--- config.mk ---
export PLATFORM = sky130hd
export DESIGN_NAME = uart_frame_rx_flat
export DESIGN_NICKNAME = d
export VERILOG_FILES = /design/src/rtl/uart_frame_rx_if.sv /design/src/rtl/uart_frame_rx.sv /design/src/flat_wrapper.sv
export SDC_FILE = /design/constraint.sdc
export NUM_CORES = 1
export LEC_CHECK = 0
export CAP_MARGIN = 20
export CORE_MARGIN = 4
export CORE_UTILIZATION = 30
export CTS_BUF_LIST = sky130_fd_sc_hd__clkbuf_4 sky130_fd_sc_hd__clkbuf_8
export DETAILED_ROUTE_END_ITERATION = 8
export HOLD_SLACK_MARGIN = 0.02
export PLACE_DENSITY = 0.6
export SYNTH_ARGS = -nofsm -noshare
export SYNTH_HDL_FRONTEND = slang
export SYNTH_SLANG_ARGS = --single-unit
--- constraint.sdc ---
create_clock -name i_Clk -period 5.2 [get_ports i_Clk]
set_input_delay 0.78 -clock i_Clk [delete_from_list [all_inputs] [get_ports i_Clk]]
set_output_delay 0.78 -clock i_Clk [all_outputs]
set_load 0.03 [all_outputs]
--- src/rtl/uart_frame_rx_if.sv ---
// Write-side bundle of uart_frame_rx: received byte, buffer write strobe/address and status pulses.
interface uart_frame_rx_if;
    logic [7:0]  o_Byte;
    logic        o_Wr_En;
    logic [13:0] o_Wr_Addr;
    logic        o_Frame_Done;
    logic        o_Frame_Err;
    logic        o_Timeout;

    modport master (
        output o_Byte,
        output o_Wr_En,
        output o_Wr_Addr,
        output o_Frame_Done,
        output o_Frame_Err,
        output o_Timeout
    );

    modport slave (
        input o_Byte,
        input o_Wr_En,
        input o_Wr_Addr,
        input o_Frame_Done,
        input o_Frame_Err,
        input o_Timeout
    );
endinterface

--- src/rtl/uart_frame_rx.sv ---
// 8N1 UART receiver that writes bytes into a frame buffer, resynced by a frame indicator.
// Define RX_TIMEOUT_EN to build the inter-byte gap timeout that abandons partial frames.
module uart_frame_rx #(
    parameter int CLKS_PER_BIT    = 1085,
    parameter int BYTES_PER_FRAME = 9216,
    parameter int TIMEOUT_CLKS    = 11935
) (
    input  logic            i_Clk,
    input  logic            i_Rst,
    input  logic            i_Rx,
    input  logic            i_Frame_Indicator,
    uart_frame_rx_if.master bus
);
    localparam int CNT_W = $clog2(CLKS_PER_BIT + 1);
    localparam logic [CNT_W-1:0] HALF_CNT  = CNT_W'(CLKS_PER_BIT / 2);
    localparam logic [CNT_W-1:0] FULL_CNT  = CNT_W'(CLKS_PER_BIT - 1);
    localparam logic [13:0]      LAST_ADDR = 14'(BYTES_PER_FRAME - 1);

    typedef enum logic [1:0] {
        IDLE  = 2'd0,
        START = 2'd1,
        DATA  = 2'd2,
        STOP  = 2'd3
    } state_t;

    logic             rx_meta_r;
    logic             rx_sync_r;
    logic             fi_meta_r;
    logic             fi_sync_r;
    logic             fi_prev_r;
    logic             fi_rise_s;
    state_t           state_r;
    logic [CNT_W-1:0] cnt_r;
    logic [2:0]       bit_idx_r;
    logic [7:0]       shift_r;
    logic             pending_r;
    logic [13:0]      addr_r;
    logic [7:0]       byte_r;
    logic             wr_en_r;
    logic             frame_done_r;
    logic             frame_err_r;
    logic             timeout_hit_s;

    // Two-flop synchronizers; the line idles high so its flops reset to 1
    always_ff @(posedge i_Clk or posedge i_Rst) begin
        if (i_Rst) begin
            rx_meta_r <= 1'b1;
            rx_sync_r <= 1'b1;
            fi_meta_r <= 1'b0;
            fi_sync_r <= 1'b0;
            fi_prev_r <= 1'b0;
        end else begin
            rx_meta_r <= i_Rx;
            rx_sync_r <= rx_meta_r;
            fi_meta_r <= i_Frame_Indicator;
            fi_sync_r <= fi_meta_r;
            fi_prev_r <= fi_sync_r;
        end
    end

    assign fi_rise_s = fi_sync_r & ~fi_prev_r;

`ifdef RX_TIMEOUT_EN
    localparam int GAP_W = $clog2(TIMEOUT_CLKS + 1);
    localparam logic [GAP_W-1:0] GAP_LIM = GAP_W'(TIMEOUT_CLKS);

    logic [GAP_W-1:0] gap_r;
    logic             timeout_r;

    assign timeout_hit_s = (gap_r == GAP_LIM);

    // Gap counter runs only while a partial frame sits idle; any start bit or write restarts it
    always_ff @(posedge i_Clk or posedge i_Rst) begin
        if (i_Rst) begin
            gap_r     <= '0;
            timeout_r <= 1'b0;
        end else begin
            timeout_r <= timeout_hit_s & ~fi_rise_s;
            if (fi_rise_s || (state_r != IDLE) || (addr_r == 14'd0) || pending_r ||
                wr_en_r || !rx_sync_r || timeout_hit_s) begin
                gap_r <= '0;
            end else begin
                gap_r <= gap_r + GAP_W'(1);
            end
        end
    end

    assign bus.o_Timeout = timeout_r;
`else
    assign timeout_hit_s = 1'b0;
    assign bus.o_Timeout = 1'b0;
`endif

    // Bit FSM, byte assembly, write strobe generation and buffer address
    always_ff @(posedge i_Clk or posedge i_Rst) begin
        if (i_Rst) begin
            state_r      <= IDLE;
            cnt_r        <= '0;
            bit_idx_r    <= 3'd0;
            shift_r      <= 8'h00;
            pending_r    <= 1'b0;
            addr_r       <= 14'd0;
            byte_r       <= 8'h00;
            wr_en_r      <= 1'b0;
            frame_done_r <= 1'b0;
            frame_err_r  <= 1'b0;
        end else begin
            wr_en_r      <= 1'b0;
            frame_done_r <= 1'b0;
            frame_err_r  <= 1'b0;
            if (fi_rise_s) begin
                // Frame resync beats any byte in flight, including one about to be written
                state_r   <= IDLE;
                cnt_r     <= '0;
                bit_idx_r <= 3'd0;
                pending_r <= 1'b0;
                addr_r    <= 14'd0;
            end else begin
                if (wr_en_r) begin
                    addr_r <= (addr_r == LAST_ADDR) ? 14'd0 : addr_r + 14'd1;
                end else if (timeout_hit_s) begin
                    addr_r <= 14'd0;
                end else begin
                    addr_r <= addr_r;
                end

                if (pending_r) begin
                    pending_r    <= 1'b0;
                    byte_r       <= shift_r;
                    wr_en_r      <= 1'b1;
                    frame_done_r <= (addr_r == LAST_ADDR);
                end else begin
                    pending_r <= 1'b0;
                end

                case (state_r)
                    IDLE: begin
                        cnt_r     <= '0;
                        bit_idx_r <= 3'd0;
                        if (!rx_sync_r) begin
                            state_r <= START;
                        end else begin
                            state_r <= IDLE;
                        end
                    end
                    START: begin
                        if (cnt_r == HALF_CNT) begin
                            cnt_r   <= '0;
                            state_r <= rx_sync_r ? IDLE : DATA;
                        end else begin
                            cnt_r <= cnt_r + CNT_W'(1);
                        end
                    end
                    DATA: begin
                        if (cnt_r == FULL_CNT) begin
                            cnt_r     <= '0;
                            shift_r   <= {rx_sync_r, shift_r[7:1]};
                            bit_idx_r <= bit_idx_r + 3'd1;
                            if (bit_idx_r == 3'd7) begin
                                state_r <= STOP;
                            end else begin
                                state_r <= DATA;
                            end
                        end else begin
                            cnt_r <= cnt_r + CNT_W'(1);
                        end
                    end
                    STOP: begin
                        if (cnt_r == FULL_CNT) begin
                            cnt_r   <= '0;
                            state_r <= IDLE;
                            if (rx_sync_r) begin
                                pending_r <= 1'b1;
                            end else begin
                                frame_err_r <= 1'b1;
                            end
                        end else begin
                            cnt_r <= cnt_r + CNT_W'(1);
                        end
                    end
                    default: begin
                        state_r <= IDLE;
                        cnt_r   <= '0;
                    end
                endcase
            end
        end
    end

    assign bus.o_Byte       = byte_r;
    assign bus.o_Wr_En      = wr_en_r;
    assign bus.o_Wr_Addr    = addr_r;
    assign bus.o_Frame_Done = frame_done_r;
    assign bus.o_Frame_Err  = frame_err_r;
endmodule

--- src/flat_wrapper.sv ---
// flat-port wrapper written by rule: the top's interface ports become plain ports
module uart_frame_rx_flat 
#(
    parameter int CLKS_PER_BIT    = 1085,
    parameter int BYTES_PER_FRAME = 9216,
    parameter int TIMEOUT_CLKS    = 11935
)
  (i_Clk, i_Rst, i_Rx, i_Frame_Indicator, bus_o_Byte, bus_o_Wr_En, bus_o_Wr_Addr, bus_o_Frame_Done, bus_o_Frame_Err, bus_o_Timeout);
  uart_frame_rx_if bus_i ();
  input  logic i_Clk;
  input  logic i_Rst;
  input  logic i_Rx;
  input  logic i_Frame_Indicator;
  output wire logic [$bits(bus_i.o_Byte)-1:0] bus_o_Byte;
  output wire logic [$bits(bus_i.o_Wr_En)-1:0] bus_o_Wr_En;
  output wire logic [$bits(bus_i.o_Wr_Addr)-1:0] bus_o_Wr_Addr;
  output wire logic [$bits(bus_i.o_Frame_Done)-1:0] bus_o_Frame_Done;
  output wire logic [$bits(bus_i.o_Frame_Err)-1:0] bus_o_Frame_Err;
  output wire logic [$bits(bus_i.o_Timeout)-1:0] bus_o_Timeout;
  assign bus_o_Byte = bus_i.o_Byte;
  assign bus_o_Wr_En = bus_i.o_Wr_En;
  assign bus_o_Wr_Addr = bus_i.o_Wr_Addr;
  assign bus_o_Frame_Done = bus_i.o_Frame_Done;
  assign bus_o_Frame_Err = bus_i.o_Frame_Err;
  assign bus_o_Timeout = bus_i.o_Timeout;
  uart_frame_rx #(.CLKS_PER_BIT(CLKS_PER_BIT), .BYTES_PER_FRAME(BYTES_PER_FRAME), .TIMEOUT_CLKS(TIMEOUT_CLKS)) u_core (.i_Clk(i_Clk), .i_Rst(i_Rst), .i_Rx(i_Rx), .i_Frame_Indicator(i_Frame_Indicator), .bus(bus_i));
endmodule
=== Yosys cells after proc, flatten, opt, wreduce, memory -nomap -nowiden ===
Index checks and enable logic that the tools add are counted.

* Bitwise logic cells: 3
* Mux-type cells: 30
* Eq/ne operators: 10
* Reductions and logical operators: 8
* $add $sub $neg: 3

{| class="wikitable"
|+ Operators by type and width
! cell !! number
|-
| 14-bit two-way mux || 3
|-
| 11-bit two-way mux || 3
|-
| 11-bit one-hot mux with 3 select lines || 1
|-
| 14-bit by 1-bit adder with 14-bit output (second input constant) || 1
|-
| 14-bit == test (second input constant) || 1
|-
| 1-bit two-way mux || 14
|-
| 11-bit by 1-bit adder with 11-bit output (second input constant) || 1
|-
| 11-bit by 10-bit == test with 1-bit output (second input constant) || 1
|-
| 11-bit == test (second input constant) || 1
|-
| 2-bit two-way mux || 5
|-
| 3-bit by 1-bit inequality test with 1-bit output (second input constant) || 3
|-
| 2-bit one-hot mux with 4 select lines || 1
|-
| 3-bit two-way mux || 2
|-
| 3-bit one-hot mux with 2 select lines || 1
|-
| 3-bit AND reduction || 2
|-
| 2-bit == test (second input constant) || 2
|-
| 2-bit AND reduction || 2
|-
| 3-bit by 1-bit adder with 3-bit output (second input constant) || 1
|-
| 3-bit == test (second input constant) || 1
|-
| 3-bit nonzero test || 1
|-
| 2-bit by 1-bit == test with 1-bit output (second input constant) || 1
|-
| 2-bit zero test || 1
|-
| 1-bit inverter || 2
|-
| 2-bit nonzero test || 1
|-
| 2 further kinds || 2
|}

* Bits in registers: 55
* Logic and storage cells: 69
* Bits of input ports: 4

=== Depth between registers and ports, before layout ===
* Word-level depth: 5
* Depth in mapped cells: 7
* Depth with buffers taken out: 6

=== Worst setup path after synthesis ===
Ideal clock, no wire load.

* Path kind: reg2reg
* From: reg u_core.cnt_r[7]
* To: reg u_core.shift_r[0]
* Library setup time: 0.125 ns
* Arrival: 1.892 ns
* Clock period less this slack: 2.017 ns
* Cell stages (with the launch flop): 6
* Slack: 3.183 ns
* Cell sequence: dfrtp_1 > or3_4 > or3_1 > or3_1 > buf_6 > mux2_4

* Longest elaborated chain between the ends: 2

{| class="wikitable"
|+ Ends and longest elaborated chain
! what !! line !! RTL
|-
| from (decl) || uart_frame_rx.sv:33 || <nowiki>logic [CNT_W-1:0] cnt_r;</nowiki>
|-
| from (signal assigned) || uart_frame_rx.sv:151 || <nowiki>cnt_r <= cnt_r + CNT_W'(1);</nowiki>
|-
| from (signal assigned) || uart_frame_rx.sv:165 || <nowiki>cnt_r <= cnt_r + CNT_W'(1);</nowiki>
|-
| from (signal assigned) || uart_frame_rx.sv:178 || <nowiki>cnt_r <= cnt_r + CNT_W'(1);</nowiki>
|-
| 11-bit == test || uart_frame_rx.sv:155 || <nowiki>if (cnt_r == FULL_CNT) begin</nowiki>
|-
| 3-bit AND reduction (no source line) || -- ||
|-
| to (signal assigned) || uart_frame_rx.sv:157 || <nowiki>shift_r <= {rx_sync_r, shift_r[7:1]};</nowiki>
|-
| to (decl) || uart_frame_rx.sv:35 || <nowiki>logic [7:0] shift_r;</nowiki>
|}

Every way passes these cells.
A chain may end at the register's enable or synchronous reset.

=== Final worst setup path ===
* From: reg u_core.cnt_r[7]
* To: reg u_core.cnt_r[5]

* Longest elaborated chain between the ends: 4

{| class="wikitable"
|+ Ends and longest elaborated chain
! what !! line !! RTL
|-
| 11-bit == test or 11-bit by 10-bit == test with 1-bit output (tied branches) || uart_frame_rx.sv:155, uart_frame_rx.sv:169, uart_frame_rx.sv:147 ||
|-
| 11-bit two-way mux (on tied branches) || uart_frame_rx.sv:155, uart_frame_rx.sv:169, uart_frame_rx.sv:147 ||
|-
| 11-bit one-hot mux with 3 select lines (*) || uart_frame_rx.sv:136 || <nowiki>case (state_r)</nowiki>
|-
| 11-bit two-way mux (*) || uart_frame_rx.sv:111 || <nowiki>if (fi_rise_s) begin</nowiki>
|}

Every way passes the cells marked *; elsewhere a longest branch is shown, timed or not.

==> out/qor.yml <==
cts:
  cts-htree-levels: 2
  clockBufferDepth: 2
  cts_setup_buffers: 0
  hold_buffers: 0
  cts_resized: 0
  clock-sinks: 55
  path_clk_slew_ns: 0.10
  cts_root_buffer: "clkbuf_8"
  insertion_delay_ns: 0.30
  cts_tree: "done"
  cts_made_buffers: 5
sta:
  rsz0062_at_grt: "no"
  hold_viol_final: 0
  min_period_ns: 2.474
  max_freq_mhz: 404.2
  worst_pin_slew_ns: 0.9433
  whs_ns: 0.3593
  slew_headroom_pct: 36.87
  skew_ns: 0.009699
  finalSetupTns_ns: 0
  fin_crit_sh_pct: 47.58
  drv_slew: 0
  finalSetupViolCount: 0
power_and_ir_drop:
  p_int_w: 0.0006021
  p_sw_share_pct: 21.87
  net-switching-power_w: 0.0001685
  finalPower_w: 0.0007706
  leakage_nw: 1.346
  p_clk_share_pct: 38.7
  combPwrFrac_pct: 4.2
  pwr-share-seq_pct: 57.0
  p_per_area_mw_per_mm2: 253.8
  vdd_drop_max_mv: 0.1155
placement:
  place_congestion: 0.7239
  hpwl_um: 3192
  numPortBuffers: 28
floorplan:
  die_area_mm2: 0.009953
  start_util_pct: 30.74
  coreArea_mm2: 0.008217
  fp-row-count: 33
  top_level_ports: 30
  die_w_um: 99.77
  dieHeight_um: 99.77
flow_run:
  maxCapViolCount: 0
setup_path:
  end_kind: "flop"
  startpoint: "u_core.cnt_r[7]"
  r2r_setup_slack_ns: 2.73
  crit_end: "u_core.cnt_r[5]"
  worstPathArrival_ns: 2.62
  critPathMaxFanout: 11
  reg2reg_from: "u_core.cnt_r[7]"
  worst-setup-path-type: "flop to flop"
  cp-start-kind: "flop"
  worstPathRequired_ns: 5.35
  worstReg2RegEnd: "u_core.cnt_r[5]"
  reg2regPathDepth: 4
status:
  run_status: "complete, no violations"
synth:
  synth_area_leaders: "dfrtp_1, xor2_1, mux2_4"
  ys_ff_latch: 55
  async_flop_share_pct: 100.0
  ys.flop_type: "dfrtp_1"
  syn_nets: 233
  ys_types: 44
  synth_cells: 223
  synth_area_mm2: 0.002526
  avgSynthCellArea_um2: 11.33
  synth_edf_count: 0
  yosys_warnings: 0
  synth_top_cell_by_area: "dfrtp_1"
  ys_seq_area_share_pct: 54.58
  yosys.area.top_type_share_pct: 52.50
routing:
  drtAntennaViolNets: 0
  drt-total-wl_um: 4653
  drt_pre_antenna_iters: 4
  vias_per_cell: 4.819
  drtIter0Drc: 63
  routedWlPerCell_um: 12.96
  drc: 0
  vias: 1730
worst_hold_path:
  min_path_type: "flop to flop"
  hold_path_depth: 0
finish:
  drive_above_1_share_pct: 13.39
  final_nets: 263
  fin_util_pct: 36.96
  n_fill_cell: 828
  synthToLayoutAreaGrowth_pct: 20.21
  diodes: 0
grt:
  grt_pass1_wl_um: 8038
  grt_pass1_vias: 1643
  globalRouteOverflowTotal: 0
  grt_max_degree: 56
  grt_use_total_pct: 9.863
  antenna_found_initial: 0
-- per-stage QoR --
step | instances | cell area [um^2] | setup slack, ns
6_report | 359 | 3037 | 2.726
5_1_grt | 359 | 3037 | 2.517
4_1_cts | 358 | 3032 | 2.698
3_5_place_dp | 350 | 2910 | 2.734
3_3_place_gp | 350 | 2910 | 2.850
2_1_floorplan | 223 | 2526 | 3.080
-- layout make-up --
cell class              instances  area [um^2]  share of cell area (%)
repair buffers                 31        300.3                   9.889
inverters                       6        22.52                  0.7417
well taps                     105        131.4                   4.326
clock buffers                   6        82.58                   2.719
flip-flops and latches         55         1379                   45.41
multi-input cells             154         1082                   35.64
clock inverters                 2        38.79                   1.277
-- critical path: stages, from the launching register on --
cell and delay (ns):
dfrtp_1 0.44, or3_4 0.41, nor3_1 0.52, a2bb2oi_1 0.84
nor2_1 0.12
-- Yosys cell counts (2+ instances only) --
cell type,count
dfrtp_1,53
nand4b_1,2
a21oi_1,6
and2_1,2
dfstp_2,2
nor4_1,3
mux2_4,8
o211ai_1,2
and3_1,2
nand4_1,8
xor2_1,15
and4_1,4
nand3_1,7
a31oi_1,2
nand2_1,15
mux2_2,8
o21ai_0,5
xnor2_1,2
nor3_1,5
nor2_1,23
o2111ai_1,3
inv_1,6
nand3b_1,2
ha_1,6
nand2b_1,4
or3_1,6
clkbuf_1,5
-- layout by cell type (no fill, tap or decap), drive strengths merged, types with 7 or more instances in the layout --
| master | netlist | routed |
|---|---|---|
| nand2 | 15 | 15 |
| mux2 | 16 | 16 |
| inv | 6 | 7 |
| nor2 | 23 | 23 |
| or3 | 8 | 8 |
| dfrtp | 53 | 53 |
| clkdlybuf4s50 | 0 | 28 |
| clkbuf | 5 | 7 |
| xor2 | 15 | 15 |
| nand3 | 7 | 7 |
| nand4 | 8 | 8 |
-- sequential cells by signal, summed over array words and instances (netlist names), 2 cells and up --
name,cells
u_core.state_r,2
u_core.bit_idx_r,3
u_core.bus.o_Byte,8
u_core.bus.o_Wr_Addr,14
u_core.shift_r,8
u_core.cnt_r,11
-- power groups by stage --
stage                     clock [W]  sequential (W)  combinational, W
after global placement            0        0.000448         0.0000324
after floorplan                   0        0.000445         0.0000252
final                      0.000299        0.000440         0.0000325
after CTS                  0.000312        0.000440         0.0000332
after detailed placement          0        0.000448         0.0000331
after global routing       0.000331        0.000441         0.0000371
-- worst min-delay path by stage --
| stage | from | endpoint | slack (ns) |
|---|---|---|---|
| after floorplan | u_core.fi_meta_r | u_core.fi_sync_r | 0.33 |
| after CTS | u_core.fi_meta_r | u_core.fi_sync_r | 0.36 |
| after detailed placement | u_core.fi_meta_r | u_core.fi_sync_r | 0.34 |
| final | u_core.fi_meta_r | u_core.fi_sync_r | 0.36 |
| after global routing | u_core.rx_meta_r | u_core.rx_sync_r | 0.37 |
| after global placement | u_core.fi_meta_r | u_core.fi_sync_r | 0.34 |
-- metal layers --
metal	track usage [%]	wire length, um	part of all wire, %	up-vias
met5	0	0	0	-
met4	2.206	27	0.58	0
met3	2.735	152	3.3	4
met2	15.24	2118	46	24
met1	13.78	2355	51	858
li1	-	-	-	844
-- kinds of logic after synthesis --
logic type / share of synthesized area (%)
AO/OA/AOI/OAI: 5.894
XOR/XNOR: 5.894
adder cells (fa/ha/maj): 2.972
buffers and inverters: 2.575
flip-flops: 54.58
multiplexers: 8.718
other: 0.1484
AND/OR/NAND/NOR: 19.22
(Power assumes the default switching activity.)
